--- src/rtl/rv32i_pkg.sv ---
// Shared rv32i front-end constants: default widths, PC increment and the IF/ID bubble encoding.
package rv32i_pkg;
  localparam int unsigned PCSIZE_DEFAULT   = 32;
  localparam int unsigned ISTRSIZE_DEFAULT = 32;
  localparam int unsigned PC_STEP          = 4;
  localparam logic [31:0] BUBBLE_INSTR     = 32'h0000_0000;
endpackage

--- src/rtl/fetch_fifo.sv ---
// Synchronous FIFO with push/pop/flush and occupancy; push on full is accepted when a pop frees a slot.
module fetch_fifo #(
  parameter int unsigned WIDTH = 1,
  parameter int unsigned DEPTH = 2
) (
  input  logic                   clk,
  input  logic                   rst_i,
  input  logic                   flush_i,
  input  logic                   push_i,
  input  logic [WIDTH-1:0]       data_i,
  input  logic                   pop_i,
  output logic [WIDTH-1:0]       data_o,
  output logic                   full_o,
  output logic                   empty_o,
  output logic [$clog2(DEPTH):0] level_o
);
  localparam int unsigned AW = $clog2(DEPTH);
  localparam int unsigned LW = AW + 1;

  logic [WIDTH-1:0] mem_q [DEPTH];
  logic [AW-1:0]    rd_ptr_q, rd_ptr_d, wr_ptr_q, wr_ptr_d;
  logic [LW-1:0]    level_q, level_d;
  logic             do_push, do_pop;

  assign empty_o = (level_q == '0);
  assign full_o  = (level_q == LW'(DEPTH));
  assign level_o = level_q;
  assign data_o  = mem_q[rd_ptr_q];
  assign do_pop  = pop_i && !empty_o;
  assign do_push = push_i && (!full_o || do_pop);

  always_comb begin
    rd_ptr_d = rd_ptr_q;
    wr_ptr_d = wr_ptr_q;
    level_d  = level_q;
    if (flush_i) begin
      rd_ptr_d = '0;
      wr_ptr_d = '0;
      level_d  = '0;
    end else begin
      if (do_push) wr_ptr_d = wr_ptr_q + AW'(1);
      if (do_pop)  rd_ptr_d = rd_ptr_q + AW'(1);
      level_d = level_q + LW'(do_push) - LW'(do_pop);
    end
  end

  always_ff @(posedge clk) begin
    if (rst_i) begin
      rd_ptr_q <= '0;
      wr_ptr_q <= '0;
      level_q  <= '0;
    end else begin
      rd_ptr_q <= rd_ptr_d;
      wr_ptr_q <= wr_ptr_d;
      level_q  <= level_d;
    end
  end

  // Storage needs no reset: entries are only read while counted in level_q.
  always_ff @(posedge clk) begin
    if (do_push && !flush_i) mem_q[wr_ptr_q] <= data_i;
  end
endmodule

--- src/rtl/if_fetch_stage.sv ---
// rv32i instruction-fetch stage: PC, imem req/gnt/rvalid handshake, epoch-tagged response filtering.
// Optional misaligned-redirect fault state enabled by defining IF_MISALIGN_TRAP_EN.
module if_fetch_stage
  import rv32i_pkg::*;
#(
  parameter int unsigned       PCSIZE     = PCSIZE_DEFAULT,
  parameter int unsigned       ISTRSIZE   = ISTRSIZE_DEFAULT,
  parameter logic [PCSIZE-1:0] RESET_PC   = '0,
  parameter int unsigned       FIFO_DEPTH = 2
) (
  input  logic                clk,
  input  logic                r,
  input  logic                stall,
  input  logic                redirect,
  input  logic [PCSIZE-1:0]   redirect_pc,
  output logic                imem_req_o,
  output logic [PCSIZE-1:0]   imem_addr_o,
  input  logic                imem_gnt_i,
  input  logic                imem_rvalid_i,
  input  logic [ISTRSIZE-1:0] imem_rdata_i,
  output logic [ISTRSIZE-1:0] if_instr_o,
  output logic [PCSIZE-1:0]   if_pc_o,
  output logic                if_valid_o,
  output logic                if_misalign_o
);
  localparam int unsigned CW = $clog2(FIFO_DEPTH) + 1;
  localparam int unsigned BW = PCSIZE + ISTRSIZE;

  logic [PCSIZE-1:0]   pc_q, pc_d, rsp_pc_q, rsp_pc_d, tgt_pc, buf_pc;
  logic [ISTRSIZE-1:0] buf_instr;
  logic [BW-1:0]       buf_dout;
  logic [CW-1:0]       count_q, count_d, pend_level, buf_level;
  logic [0:0]          pend_tag;
  logic                epoch_q, epoch_d, fault_c;
  logic                pend_empty, pend_full, buf_empty, buf_full;
  logic                fire, rsp_ok, rsp_fresh, buf_push, pop;

`ifdef IF_MISALIGN_TRAP_EN
  logic fault_q, fault_d, tgt_misalign;

  assign tgt_pc       = redirect_pc;
  assign tgt_misalign = |redirect_pc[1:0];
  assign fault_c      = fault_q;

  always_comb begin
    fault_d = fault_q;
    if (redirect) fault_d = tgt_misalign;
  end

  always_ff @(posedge clk) begin
    if (r) fault_q <= 1'b0;
    else   fault_q <= fault_d;
  end
`else
  assign tgt_pc  = redirect_pc & ~PCSIZE'(3);
  assign fault_c = 1'b0;
`endif

  assign imem_req_o  = !r && !redirect && !fault_c && (count_q < CW'(FIFO_DEPTH));
  assign imem_addr_o = pc_q;
  assign fire        = imem_req_o && imem_gnt_i;
  assign rsp_ok      = imem_rvalid_i && !pend_empty;
  assign rsp_fresh   = (pend_tag == epoch_q);
  assign buf_push    = rsp_ok && rsp_fresh && !redirect;
  assign pop         = !r && !redirect && !stall && !buf_empty;

  assign {buf_pc, buf_instr} = buf_dout;
  assign if_valid_o    = !r && (fault_c || !buf_empty);
  assign if_misalign_o = !r && fault_c;
  assign if_pc_o       = !if_valid_o ? '0 : (fault_c ? pc_q : buf_pc);
  assign if_instr_o    = (if_valid_o && !fault_c) ? buf_instr : ISTRSIZE'(BUBBLE_INSTR);

  // Epoch captured at grant; compared on return to drop responses older than a redirect.
  fetch_fifo #(.WIDTH(1), .DEPTH(FIFO_DEPTH)) u_pend (
    .clk     (clk),
    .rst_i   (r),
    .flush_i (1'b0),
    .push_i  (fire),
    .data_i  (epoch_q),
    .pop_i   (rsp_ok),
    .data_o  (pend_tag),
    .full_o  (pend_full),
    .empty_o (pend_empty),
    .level_o (pend_level)
  );

  fetch_fifo #(.WIDTH(BW), .DEPTH(FIFO_DEPTH)) u_ibuf (
    .clk     (clk),
    .rst_i   (r),
    .flush_i (redirect),
    .push_i  (buf_push),
    .data_i  ({rsp_pc_q, imem_rdata_i}),
    .pop_i   (pop),
    .data_o  (buf_dout),
    .full_o  (buf_full),
    .empty_o (buf_empty),
    .level_o (buf_level)
  );

  // rsp_pc tracks the PC of the next live response, so the pending queue only carries the epoch.
  always_comb begin
    pc_d     = pc_q;
    rsp_pc_d = rsp_pc_q;
    epoch_d  = epoch_q;
    count_d  = count_q;
    if (redirect) begin
      pc_d     = tgt_pc;
      rsp_pc_d = tgt_pc;
      epoch_d  = !epoch_q;
      count_d  = count_q - buf_level - CW'(rsp_ok);
    end else begin
      if (fire)     pc_d     = pc_q + PCSIZE'(PC_STEP);
      if (buf_push) rsp_pc_d = rsp_pc_q + PCSIZE'(PC_STEP);
      count_d = count_q + CW'(fire) - CW'(rsp_ok && !rsp_fresh) - CW'(pop);
    end
  end

  always_ff @(posedge clk) begin
    if (r) begin
      pc_q     <= RESET_PC;
      rsp_pc_q <= RESET_PC;
      epoch_q  <= 1'b0;
      count_q  <= '0;
    end else begin
      pc_q     <= pc_d;
      rsp_pc_q <= rsp_pc_d;
      epoch_q  <= epoch_d;
      count_q  <= count_d;
    end
  end

  // Simulation-only protocol and bookkeeping checks.
  always_ff @(posedge clk) begin
    if (!r) begin
      assert (!(imem_rvalid_i && pend_empty))
        else $error("if_fetch_stage: rvalid with no outstanding request");
      assert (count_q == CW'(pend_level + buf_level))
        else $error("if_fetch_stage: count out of step with queues");
      assert (!(fire && pend_full))
        else $error("if_fetch_stage: pending queue overflow");
      assert (!(buf_push && buf_full && !pop))
        else $error("if_fetch_stage: instruction buffer overflow");
    end
  end
endmodule

--- config.mk ---
export PLATFORM = sky130hd
export DESIGN_NAME = if_fetch_stage
export DESIGN_NICKNAME = d
export VERILOG_FILES = /design/src/rtl/rv32i_pkg.sv /design/src/rtl/fetch_fifo.sv /design/src/rtl/if_fetch_stage.sv
export SDC_FILE = /design/constraint.sdc
export NUM_CORES = 1
export LEC_CHECK = 0
export BUFFER_PORTS_ARGS = -buffer_cell sky130_fd_sc_hd__buf_2
export CORE_UTILIZATION = 25
export DETAILED_ROUTE_END_ITERATION = 10
export SETUP_SLACK_MARGIN = 0.02
export SLEW_MARGIN = 20
export SYNTH_ARGS = -nofsm -noshare
export SYNTH_HDL_FRONTEND = slang
export SYNTH_SLANG_ARGS = --single-unit
--- constraint.sdc ---
create_clock -name clk -period 8.6 [get_ports clk]
set_input_delay 2.58 -clock clk [delete_from_list [all_inputs] [get_ports clk]]
set_output_delay 2.58 -clock clk [all_outputs]
set_load 0.01 [all_outputs]
## Yosys cells after proc, flatten, opt, wreduce, memory -nomap -nowiden

Memory sizes are Yosys's and may differ from the RTL's. A register that Yosys moved wholly into a read port is not among the register bits.
Cells that the tools add are included.

| word-level totals | value |
|---|---|
| logic and storage cells | 79 |
| output and inout port bits | 99 |
| register bits after elaboration | 75 |
| bits in writable memories | 130 |
| memories | 2 |

Memory list:

| memory | depth | width | rd ports | clocked after Yosys merged registers in | write ports | line | source |
|---|---|---|---|---|---|---|---|
| u_ibuf.mem_q | 2 | 64 | 1 | 1 | 1 | fetch_fifo.sv:20 | `logic [WIDTH-1:0] mem_q [DEPTH];` |
| u_pend.mem_q | 2 | 1 | 1 | 1 | 1 | fetch_fifo.sv:20 |  |

| cells by class | value |
|---|---|
| multiplexer cells | 15 |
| equality and inequality tests | 3 |
| magnitude comparators | 1 |
| add/sub/neg operators | 15 |
| reductions and logical operators | 31 |

Operators with widths:

| kind | number |
|---|---|
| $mux 32 | 6 |
| $add 32x3->32 const B | 2 |
| $logic_and 1x1->1 | 15 |
| $sub 2x1->2 | 5 |
| $logic_not 1->1 | 9 |
| $mux 1 | 8 |
| $add 2x1->2 | 3 |
| $add 1x1->1 const B | 4 |
| $eq 2x2->1 const B | 2 |
| $logic_not 2->1 | 2 |
| $reduce_bool 2->1 | 2 |
| $logic_or 1x1->1 | 2 |
| $lt 2x2->1 const B | 1 |
| $mux 2 | 1 |
| $reduce_or 2->1 | 1 |
| $sub 2x2->2 | 1 |
| $eq 1x1->1 | 1 |

## Logic depth before layout (Yosys ltp)

| logic depth | value |
|---|---|
| word-level depth | 10 |
| depth in mapped cells | 12 |
| mapped depth without buffers | 11 |

## Hierarchy

Synthesis repeated with hierarchy kept, for this count alone.

| unflattened totals | value |
|---|---|
| cell total of the unflattened synthesis | 828 |
| area total of the unflattened synthesis | 9,556.7 sq um |

Modules (own cells, without submodules):

| module | times used | cells each | area an instance (sq um) | sequential area each (sq um) |
|---|---|---|---|---|
| fetch_fifo at u_ibuf | 1 | 229 | 4,849.7 | 3,943.8 |
| if_fetch_stage | 1 | 566 | 4,385.5 | 1,261.2 |
| fetch_fifo at u_pend | 1 | 33 | 321.6 | 160.2 |

## Worst setup path after synthesis

Ideal clock, no wire load.

| path | value |
|---|---|
| path type | input port to flip-flop |
| start point | input r |
| end point | memory u_ibuf.mem_q[0][0] (netlist name) (enable) |
| data required time | 8.110 ns |
| arrival | 6.220 ns |
| slack | 1.890 ns |
| buffers on the path | 1 |
| stages on the path | 4 |
| path through | clkbuf_1 o211ai_1 nor4b_1 nor2b_1 |

| on the way | value |
|---|---|
| word-level cells in the longest chain between the ends | 10 |

Ends and longest elaborated chain:

| element | line | source |
|---|---|---|
| start, declared | if_fetch_stage.sv:12 | `input logic r,` |
| $logic_not 1->1 | -- |  |
| $logic_and 1x1->1 (3 in series) | if_fetch_stage.sv:65 | `assign pop = !r && !redirect && !stall && !buf_empty;` |
| $logic_and 1x1->1 | fetch_fifo.sv:29 | `assign do_pop = pop_i && !empty_o;` |
| $logic_or 1x1->1 | fetch_fifo.sv:30 | `assign do_push = push_i && (!full_o \|\| do_pop);` |
| $logic_and 1x1->1 | fetch_fifo.sv:30 |  |
| net u_ibuf.do_push | fetch_fifo.sv:23 | `logic do_push, do_pop;` |
| $logic_and 1x1->1 | fetch_fifo.sv:61 | `if (do_push && !flush_i) mem_q[wr_ptr_q] <= data_i;` |
| $mux 1 | fetch_fifo.sv:61 |  |
| $mux 1 (implied by the code) | fetch_fifo.sv:61 |  |
| end, declared | fetch_fifo.sv:20 |  |

The timed path passes the listed nets, and every way through them passes these cells.

## Worst setup path after layout

| path | value |
|---|---|
| start point | input r |
| end point | output if_pc_o[15] |

| on the way | value |
|---|---|
| word-level cells in the longest chain between the ends | 3 |

Ends and longest elaborated chain:

| element | line | source |
|---|---|---|
| $logic_not 1->1 | -- |  |
| $logic_and 1x1->1 | if_fetch_stage.sv:68 | `assign if_valid_o = !r && (fault_c \|\| !buf_empty);` |
| $mux 32 | if_fetch_stage.sv:70 | `assign if_pc_o = !if_valid_o ? '0 : (fault_c ? pc_q : buf_pc);` |
| end, declared | if_fetch_stage.sv:22 | `output logic [PCSIZE-1:0] if_pc_o,` |

Every way passes these cells.

==> impl_metrics.csv <==
group,metric,value,unit
run_status,status,"finished clean",
power,p_int,1590,µW
logic_synthesis,syn_inst,771,
sta,setup_viol,0,
cts,clkSinkCount,199,
grt,grt_max_degree,63,
power,seqPwrFrac,51.7,%
sta,rsz0062_at_grt,"false",
power,p_clk_share,38.4,%
grt,grt_util_all_layers,12.5,%
critical_path,cp-end-kind,"output pin",
sta,min_period,6.44,ns
cells_and_area,fillCellCount,3548,
sta,fin_ws,2.16,ns
cts,cts_buffers,17,
grt,grt_pass1_vias,5787,
logic_synthesis,yosysSeqAreaShare,59.3,%
critical_path,critPathLaunchType,"input pin",
logic_synthesis,netlist_top_cells_count,"126 x edfxtp_1, 96 x nor2_1, 73 x dfxtp_1, 65 x mux2i_1, 42 x clkbuf_1",
sta,slew_viol_final,0,
grt,antenna_found_initial,0,
logic_synthesis,yosys_most_used_dff,"edfxtp_1",
floorplanning,core,0.0347,mm²
critical_path,crit_type,"input pin to output pin",
sta,tightest_slew,1.01,ns
cts,post_cts_buffers,0,
grt,grt_pass1_wl,34300,µm
cts,root_buffer,"clkbuf_16",
routing,drt_iter0_markers,274,
cells_and_area,fin_util,30.8,%
sta,fin_setup_tns,0,ns
cts,htreeDepth,4,
power,power_frac_comb,9.9,%
power,leakage,0.00388,µW
cts,cts.clk_slew.worst_paths,0.07,ns
sta,min_period_over_period,74.9,%
logic_synthesis,synth.area.top_cells,"edfxtp_1 43%, dfxtp_1 17%, mux2i_1 7.4%",
grt,grt_overflow_total,0,
routing,wl,22500,µm
power,p_per_area,201,mW/mm²
critical_path,crit_path_start,"r",
floorplanning,start_util,25.5,%
worst_hold_path,hp-start,"rsp_pc_q[12]",
cells_and_area,nNetsFinal,996,
logic_synthesis,netlist_area,0.00885,mm²
routing,drc,0,
floorplanning,die_h,190,µm
logic_synthesis,synth.distinct_cells,48,
sta,relSlewSlack,33.0,%
floorplanning,io-pin-count,169,
power,p_sw,557,µW
floorplanning,fp-row-count,68,
critical_path,critPathMaxFanout,32,
critical_path,crit_required,6.02,ns
cts,cts_resized,0,
critical_path,worstPathArrival,3.86,ns
placed_design,portBuffers,161,
logic_synthesis,ys_ff_latch,199,
routing,drtPass1Iterations,5,
flow_run,drv_cap,0,
power,ir_worst_vdd,142,µV
cts,cts_tree,"yes",
floorplanning,dieArea,0.0361,mm²
logic_synthesis,synth_area_per_cell,11.5,µm²
placed_design,gp_congestion,0.821,
power,p_sw_share,25.9,%
cells_and_area,drive_above_1_share,22.7,%
routing,ant_nets,0,
cells_and_area,diodes,0,
logic_synthesis,yosys_warnings,0,
sta,fin_worst_skew,0.0160,ns
placed_design,post-place-ws,2.12,ns
logic_synthesis,synth_top_area_share,42.8,%
sta,hold_violations,0,
worst_hold_path,hold_class,"flop to flop",
logic_synthesis,synth_edf_count,126,
cts,ctsHoldBuffers,0,
routing,wl_per_cell,16.3,µm
logic_synthesis,async_reset_ff_share,0,%
sta,clock.fmax,155,MHz
power,power,2150,µW
logic_synthesis,synth.most_common_cell,"edfxtp_1",
floorplanning,dieWidth,190,µm
routing,vias,6302,
routing,via_per_inst,4.56,
logic_synthesis,synth_top_cell_by_area,"edfxtp_1",
cells_and_area,syn_to_final_growth,21.0,%
cts,clockBufferDepth,2,
cts,clkLatencyLatePin,0.44,ns
placed_design,dp_hpwl,15400,µm
==> path summary, 6_finish.rpt <==
path | to | slack (ns) | cells past startpoint
max | if_pc_o[15] | 2.16 | 5
min | u_ibuf.mem_q[1][44] | 0.52 | 0
max reg2reg | u_ibuf.mem_q[1][26] | 5.35 | 6
min reg2reg | u_ibuf.mem_q[1][44] | 0.52 | 0
==> layout make-up <==
class	instances	area [µm²]	share of cell area, %
tap	455	569	5.32
clock buffer	18	429	4.01
sequential	199	5250	49.0
clock inverter	14	165	1.54
multi-input combinational	487	3270	30.5
timing repair buffer	170	873	8.16
inverter	40	150	1.40
==> routing by layer <==
layer | GRT usage (%) | routed length (µm) | vias up
li1 | - | - | 3075
met1 | 18.6 | 11400 | 2966
met2 | 17.9 | 9390 | 241
met3 | 2.80 | 1420 | 20
met4 | 3.78 | 272 | 0
met5 | 0 | 0 | -
==> cells in the final DEF (no fill, tap or decap), types with 3 or more instances in the layout <==
| cell | n |
|---|---|
| or3_1 | 4 |
| buf_4 | 9 |
| clkinvlp_4 | 3 |
| a21boi_0 | 26 |
| a21oi_1 | 30 |
| mux2i_1 | 65 |
| nand4_1 | 19 |
| o31a_1 | 18 |
| clkbuf_16 | 17 |
| a31oi_1 | 6 |
| nor3_1 | 14 |
| a311oi_1 | 4 |
| and4_1 | 8 |
| nor4_1 | 17 |
| buf_2 | 161 |
| nand3_1 | 18 |
| ha_1 | 9 |
| edfxtp_1 | 126 |
| o31ai_1 | 4 |
| nand2_1 | 35 |
| and3_1 | 7 |
| o22ai_1 | 3 |
| xnor2_1 | 34 |
| inv_1 | 39 |
| or2_2 | 3 |
| o21a_1 | 5 |
| xor2_1 | 16 |
| conb_1 | 5 |
| a211oi_1 | 6 |
| and2_1 | 3 |
| or4_1 | 8 |
| dfxtp_1 | 72 |
| o211ai_1 | 3 |
| nor2_1 | 96 |
| inv_8 | 5 |
| nor2b_1 | 3 |
==> through the flow <==
step / cells / area [µm²] / hold WS, ns
2_1_floorplan: 775 / 8860 / 0.448
3_3_place_gp: 1351 / 10100 / 0.486
3_5_place_dp: 1351 / 10100 / 0.496
4_1_cts: 1383 / 10700 / 0.512
5_1_grt: 1383 / 10700 / 0.527
6_report: 1383 / 10700 / 0.516
==> state kept, by name (all words and copies together) (netlist names), named ones only <==
name             count
u_pend.wr_ptr_q      1
u_pend.level_o       2
u_ibuf.level_o       2
epoch_q              1
imem_addr_o         30
u_pend.mem_q         2
u_ibuf.rd_ptr_q      1
u_ibuf.wr_ptr_q      1
u_pend.rd_ptr_q      1
rsp_pc_q            30
count_q              2
u_ibuf.mem_q       124
==> kinds of logic after synthesis <==
kind of cell             after synthesis  synth area share (%)
flip-flops                           199                  59.3
XOR/XNOR                              50                  4.95
multiplexers                          67                  7.61
AND/OR/NAND/NOR                      245                  13.7
buffers and inverters                 89                  4.00
other                                  1                0.0424
adder cells (fa/ha/maj)               11                  1.73
AO/OA/AOI/OAI                        109                  8.63
==> critical path, stage by stage <==
cell and delay, ns:
buf_2 0.10, or2_2 0.49, buf_4 0.33, nor2_1 0.18
buf_2 0.16
==> power by group through the flow <==
stage	Clock, µW	Combinational (µW)	Sequential, µW
global placement	0	209	1130
floorplan	0	140	1120
detailed placement	0	212	1130
global route	892	238	1120
finish	825	213	1110
CTS	852	214	1110
Power figures use the tool's default switching activity.
